==> src/rtl/input_sdim_packer.sv <==
// ---------------------------------------------------------------------------
// input_sdim_packer
//   Collects SDIM consecutive ELEM_WIDTH-bit elements from an AXI-Stream
//   element input and emits them as one packed beat. Element k of a beat sits
//   in bits [(k+1)*ELEM_WIDTH-1 : k*ELEM_WIDTH]; k=0 is the first accepted.
//   A block counter tracks position inside a BDIM-element block so that the
//   beat carrying block element BDIM-1 can be flagged with tlast.
//
// Optional feature:
//   INPUT_SDIM_PACKER_TLAST_EN  - when defined, adds the m_axis_input0_tlast
//                                 port and its output register.
//
// Ports:
//   ap_clk                - clock
//   ap_rst                - synchronous active-high reset
//   s_axis_elem_tdata     - input element
//   s_axis_elem_tvalid    - input element valid
//   s_axis_elem_tready    - input element ready (combinational)
//   m_axis_input0_tdata   - packed output beat, ELEM_WIDTH*SDIM bits
//   m_axis_input0_tvalid  - output beat valid
//   m_axis_input0_tlast   - last beat of block (only with the macro)
//   m_axis_input0_tready  - downstream ready
// ---------------------------------------------------------------------------
module input_sdim_packer #(
    parameter int ELEM_WIDTH = 8,
    parameter int SDIM       = 4,
    parameter int BDIM       = 16
) (
    input  logic                       ap_clk,
    input  logic                       ap_rst,
    input  logic [ELEM_WIDTH-1:0]      s_axis_elem_tdata,
    input  logic                       s_axis_elem_tvalid,
    output logic                       s_axis_elem_tready,
    output logic [ELEM_WIDTH*SDIM-1:0] m_axis_input0_tdata,
    output logic                       m_axis_input0_tvalid,
`ifdef INPUT_SDIM_PACKER_TLAST_EN
    output logic                       m_axis_input0_tlast,
`endif
    input  logic                       m_axis_input0_tready
);

    localparam int BEAT_W = ELEM_WIDTH * SDIM;
    // Counters keep at least one bit so SDIM=1 / BDIM=1 still elaborate.
    localparam int LANE_W = (SDIM > 1) ? $clog2(SDIM) : 1;
    localparam int BLK_W  = (BDIM > 1) ? $clog2(BDIM) : 1;
    localparam logic [LANE_W-1:0] LANE_MAX = LANE_W'(SDIM - 1);
    localparam logic [BLK_W-1:0]  BLK_MAX  = BLK_W'(BDIM - 1);

    generate
        if (SDIM < 1 || SDIM > 16) begin : g_bad_sdim
            $error("input_sdim_packer: SDIM must be in 1..16");
        end
        if (BDIM < SDIM || (BDIM % SDIM) != 0) begin : g_bad_bdim
            $error("input_sdim_packer: BDIM must be a multiple of SDIM");
        end
    endgenerate

    logic [LANE_W-1:0] r_lane;
    logic [BLK_W-1:0]  r_blk;
    logic [BEAT_W-1:0] r_collect;
    logic [BEAT_W-1:0] r_data;
    logic              r_valid;
`ifdef INPUT_SDIM_PACKER_TLAST_EN
    logic              r_last;
`endif

    logic              w_accept;
    logic              w_lane_last;
    logic              w_blk_last;
    logic              w_beat_done;
    logic [BEAT_W-1:0] w_beat;

    // The input may only advance when the output register is empty or is
    // draining this cycle, so a completed beat always has somewhere to go.
    assign s_axis_elem_tready = ~ap_rst & (~r_valid | m_axis_input0_tready);
    assign w_accept           = s_axis_elem_tvalid & s_axis_elem_tready;
    assign w_lane_last        = (r_lane == LANE_MAX);
    assign w_blk_last         = (r_blk == BLK_MAX);
    assign w_beat_done        = w_accept & w_lane_last;

    // Collect register with the incoming element merged into the current
    // lane. Feeding this straight into the output register lets the final
    // element of a beat land without an extra pipeline cycle.
    generate
        for (genvar k = 0; k < SDIM; k++) begin : g_lane
            localparam logic [LANE_W-1:0] LANE_IDX = LANE_W'(k);
            assign w_beat[k*ELEM_WIDTH +: ELEM_WIDTH] =
                (r_lane == LANE_IDX) ? s_axis_elem_tdata
                                     : r_collect[k*ELEM_WIDTH +: ELEM_WIDTH];
        end
    endgenerate

    // Input side: lane/block counters and the collect register.
    always_ff @(posedge ap_clk) begin
        if (ap_rst) begin
            r_lane    <= '0;
            r_blk     <= '0;
            r_collect <= '0;
        end else if (w_accept) begin
            r_collect <= w_beat;
            r_lane    <= w_lane_last ? '0 : r_lane + LANE_W'(1);
            r_blk     <= w_blk_last  ? '0 : r_blk + BLK_W'(1);
        end
    end

    // Output register. A load takes priority over a drain, which gives
    // back-to-back beats with no bubble when both happen on one edge.
    always_ff @(posedge ap_clk) begin
        if (ap_rst) begin
            r_data  <= '0;
            r_valid <= 1'b0;
        end else if (w_beat_done) begin
            r_data  <= w_beat;
            r_valid <= 1'b1;
        end else if (m_axis_input0_tready) begin
            r_valid <= 1'b0;
        end
    end

`ifdef INPUT_SDIM_PACKER_TLAST_EN
    // BDIM is a multiple of SDIM, so block element BDIM-1 is always the
    // final lane of a beat and the flag can be captured at beat completion.
    always_ff @(posedge ap_clk) begin
        if (ap_rst) begin
            r_last <= 1'b0;
        end else if (w_beat_done) begin
            r_last <= w_blk_last;
        end
    end

    assign m_axis_input0_tlast = r_last;
`endif

    assign m_axis_input0_tdata  = r_data;
    assign m_axis_input0_tvalid = r_valid;

endmodule

==> config.mk <==
export PLATFORM = sky130hd
export DESIGN_NAME = input_sdim_packer
export DESIGN_NICKNAME = d
export VERILOG_FILES = /design/src/rtl/input_sdim_packer.sv
export SDC_FILE = /design/constraint.sdc
export NUM_CORES = 1
export LEC_CHECK = 0
export ABC_AREA = 0
export BUFFER_PORTS_ARGS = -buffer_cell sky130_fd_sc_hd__buf_4
export CELL_PAD_IN_SITES_DETAIL_PLACEMENT = 1
export CELL_PAD_IN_SITES_GLOBAL_PLACEMENT = 1
export CORE_MARGIN = 2
export CORE_UTILIZATION = 45
export CTS_BUF_LIST = sky130_fd_sc_hd__clkbuf_2
export DETAILED_ROUTE_END_ITERATION = 7
export PLACE_DENSITY_LB_ADDON = 0.3
export SLEW_MARGIN = 15
export SYNTH_ARGS = -nofsm -noshare
export SYNTH_HDL_FRONTEND = slang
export SYNTH_SLANG_ARGS = --single-unit
export TNS_END_PERCENT = 20
==> constraint.sdc <==
create_clock -name ap_clk -period 1.95 [get_ports ap_clk]
set_clock_uncertainty 0.05 [all_clocks]
set_input_delay 0.2925 -clock ap_clk [delete_from_list [all_inputs] [get_ports ap_clk]]
set_output_delay 0.2925 -clock ap_clk [all_outputs]
set_load 0.01 [all_outputs]
==> impl_metrics.csv <==
group,metric,value,unit
sta,finalHoldViolations,0,
placement,pre_cts_slack,280.9,ps
sta,layout_setup_ws,214.3,ps
floorplan,rows,28,
sta,slew_violations,0,
synthesis,synth_cell_types,27,
placement,io_buffers,45,
power_and_ir_drop,seq_power_share,59.1,%
sta,relSlewSlack,66.74,%
sta,fin_crit_sh,89.01,%
synthesis,synth.area.top_cells,"dfxtp_1 (44%), mux2i_1 (18%), a211oi_2 (11%), a31oi_1 (5.6%), nand2_1 (5.6%)",
critical_path,critical_path.top_delay_family,"flip-flops",
finish,area_growth,15.93,%
floorplan,io-pin-count,46,
cts,insertion_delay,480,ps
critical_path,critical_path.slowest_cell,"dfxtp_1",
floorplan,die_h,81.37,um
cts,cts_buffers,9,
synthesis,synth.most_common_cell,"dfxtp_1",
cts,cts_tree,"done",
power_and_ir_drop,p_clk_share,28.3,%
drt,wl_per_cell,17.77,um
cts,cts_sinks,59,
floorplan,dieArea,6621,um^2
synthesis,syn_area,2694,um^2
sta,rsz0062_at_grt,"no",
critical_path,required,1610,ps
cts,clockRootBuffer,"clkbuf_2",
synthesis,syn-num-nets,279,
sta,post-route-min-period,1736,ps
placement,dp_hpwl,4.650,mm
sta,setup_viol,0,
grt,grt_antenna_before_repair,0,
sta,holdWs,43.24,ps
critical_path,max_stage_delay,430,ps
power_and_ir_drop,intPower,1.509,mW
critical_path,crit_buf_inv,1,
critical_path,critPathLaunchType,"flip-flop",
finish,n_antenna_cell,0,
grt,gr-usage-all-layers,21.93,%
synthesis,ys.warnings.count,0,
drt,drt-total-wl,6.751,mm
finish,layout-drive-gt1-share,31.80,%
synthesis,synth_edf_count,0,
synthesis,avgSynthCellArea,10.24,um^2
drt,drtIter0Drc,128,
floorplan,die_x,81.37,um
drt,via_count,2118,
grt,grt_pass1_wl,10.71,mm
floorplan,start_util,46.04,%
power_and_ir_drop,ir_drop,0.3300,mV
drt,drtPass1Iterations,4,
synthesis,ys_async_sr_fraction,0,%
hold_path,min_path_type,"in2reg",
critical_path,arrival,1390,ps
cts,clk_path_buf_depth,2,
cts,clkTransAtPathRegs,170,ps
finish,fill_cells,679,
finish,multiInputGateArea,1324,um^2
synthesis,synth-main-ff-cell,"dfxtp_1",
grt,grt_pass1_vias,2076,
finish,layout.nets,317,
synthesis,synth_common_cells,"dfxtp_1 (59), mux2i_1 (48), nand2_1 (40)",
synthesis,yosysTopAreaCell,"dfxtp_1",
critical_path,crit_chain,"nor2b_2 -> nor2_1 -> buf_4",
job,drv_cap,0,
power_and_ir_drop,swShare,28.99,%
sta,tns,0,ps
synthesis,ys_seq_area_share,43.85,%
synthesis,ys_seq_elements,59,
synthesis,postSynthCellCount,263,
grt,grt_overflow,0,
critical_path,crit_type,"reg2out",
drt,drc,0,
sta,fmax,576.1,MHz
grt,grt_start_max_net_pins,42,
sta,tightest_slew,498.8,ps
power_and_ir_drop,p_sw,0.6161,mW
critical_path,critPathCaptureType,"output pin",
floorplan,core,5851,um^2
placement,place_congestion,0.7538,
synthesis,yosys.area.top_type_share,43.85,%
drt,drtAntennaViolNets,0,
drt,routed_via_density,5.574,
finish,regArea,1181,um^2
cts,h-tree-depth,3,
power_and_ir_drop,comb_power_share,12.6,%
critical_path,crit_fanout,5,
power_and_ir_drop,p_leak,1.297,nW
power_and_ir_drop,p_per_area,680.5,nW/um^2
outcome,status,"finished, final reports clean",
[through the flow]
stage | utilization, % | std cells | power, mW | area (um^2)
floorplan | - | 263 | 1.454 | 2694
global placement | 51.90 | 364 | 1.543 | 3037
detailed placement | 51.90 | 364 | 1.548 | 3037
CTS | 53.17 | 379 | 2.139 | 3110
global route | 53.38 | 380 | 2.237 | 3123
finish | 53.38 | 380 | 2.125 | 3123
[cells by family after synthesis]
| kind of cell | share of synthesized area [%] |
|---|---|
| multiplexers | 17.84 |
| AO/OA/AOI/OAI | 19.04 |
| adder cells (fa/ha/maj) | 1.858 |
| AND/OR/NAND/NOR | 10.22 |
| flip-flops | 43.85 |
| buffers and inverters | 7.198 |
[cells in the final DEF (no fill, tap or decap)]
cell type	Yosys	layout
a211oi_1	1	1
a211oi_2	23	23
a21oi_1	2	2
a31oi_1	24	24
and3_1	1	1
and3_4	1	1
buf_12	0	1
buf_4	2	54
clkbuf_2	1	11
clkinv_1	0	1
clkinv_2	0	3
dfxtp_1	59	59
dlygate4sd3_1	0	1
ha_1	4	4
inv_1	4	4
mux2i_1	48	48
nand2_1	40	40
nand2b_4	1	1
nand3_1	2	2
nand3_2	1	1
nand4_1	8	8
nor2_1	1	1
nor2b_2	0	2
o21a_1	1	1
o21ai_0	2	2
o21ai_1	8	8
or4_1	1	1
[power by group through the flow]
stage | Clock (mW) | Combinational (mW) | Sequential (mW)
floorplan | 0 | 0.176 | 1.28
detailed placement | 0 | 0.266 | 1.28
global route | 0.685 | 0.292 | 1.26
CTS | 0.615 | 0.268 | 1.26
finish | 0.602 | 0.268 | 1.26
global placement | 0 | 0.263 | 1.28
[worst min-delay path, delay by kind of cell]
family | cells | cell delay [ps]
and+or+nand+nor | 1 | 60
AOI/OAI and AO/OA | 1 | 60
buffers and inverters | 1 | 130
[state kept, by name, summed over array words and instances, names as in the netlist]
signal                cells
r_collect                24
r_lane                    2
m_axis_input0_tdata      32
m_axis_input0_tvalid      1
[routing by layer]
layer	GRT usage (%)	wire (um)	vias up
met3	5.000	208	10
met1	29.72	3183	1047
met4	7.119	91	0
met2	34.51	3267	39
li1	-	-	1022
met5	0	0	-
[final cells by class]
type                       count  share of cell area, %
clock buffer                  11                  1.763
clock inverter                 4                 0.6010
inverter                       4                 0.4808
multi-input combinational    171                  42.39
sequential                    59                  37.82
tap                           75                  3.005
timing repair buffer          56                  13.94
[timing repair]
action	4_1_cts	5_1_grt
resized for setup	0	1
hold endpoints to repair	0	1
buffers inserted	0	0
hold buffers	0	1
setup endpoints to repair	0	1
[path summary, 6_finish.rpt]
kind,endpoint,start,depth (start not counted),slack [ps]
worst max-delay path,s_axis_elem_tready,m_axis_input0_tvalid,3,210
worst min-delay path,m_axis_input0_tdata[31],s_axis_elem_tdata[7],3,40
worst max register to register,r_collect[0],r_lane[0],4,260
worst min register to register,m_axis_input0_tdata[29],m_axis_input0_tdata[29],2,420
Note: power is estimated with default switching activity, not from simulation.
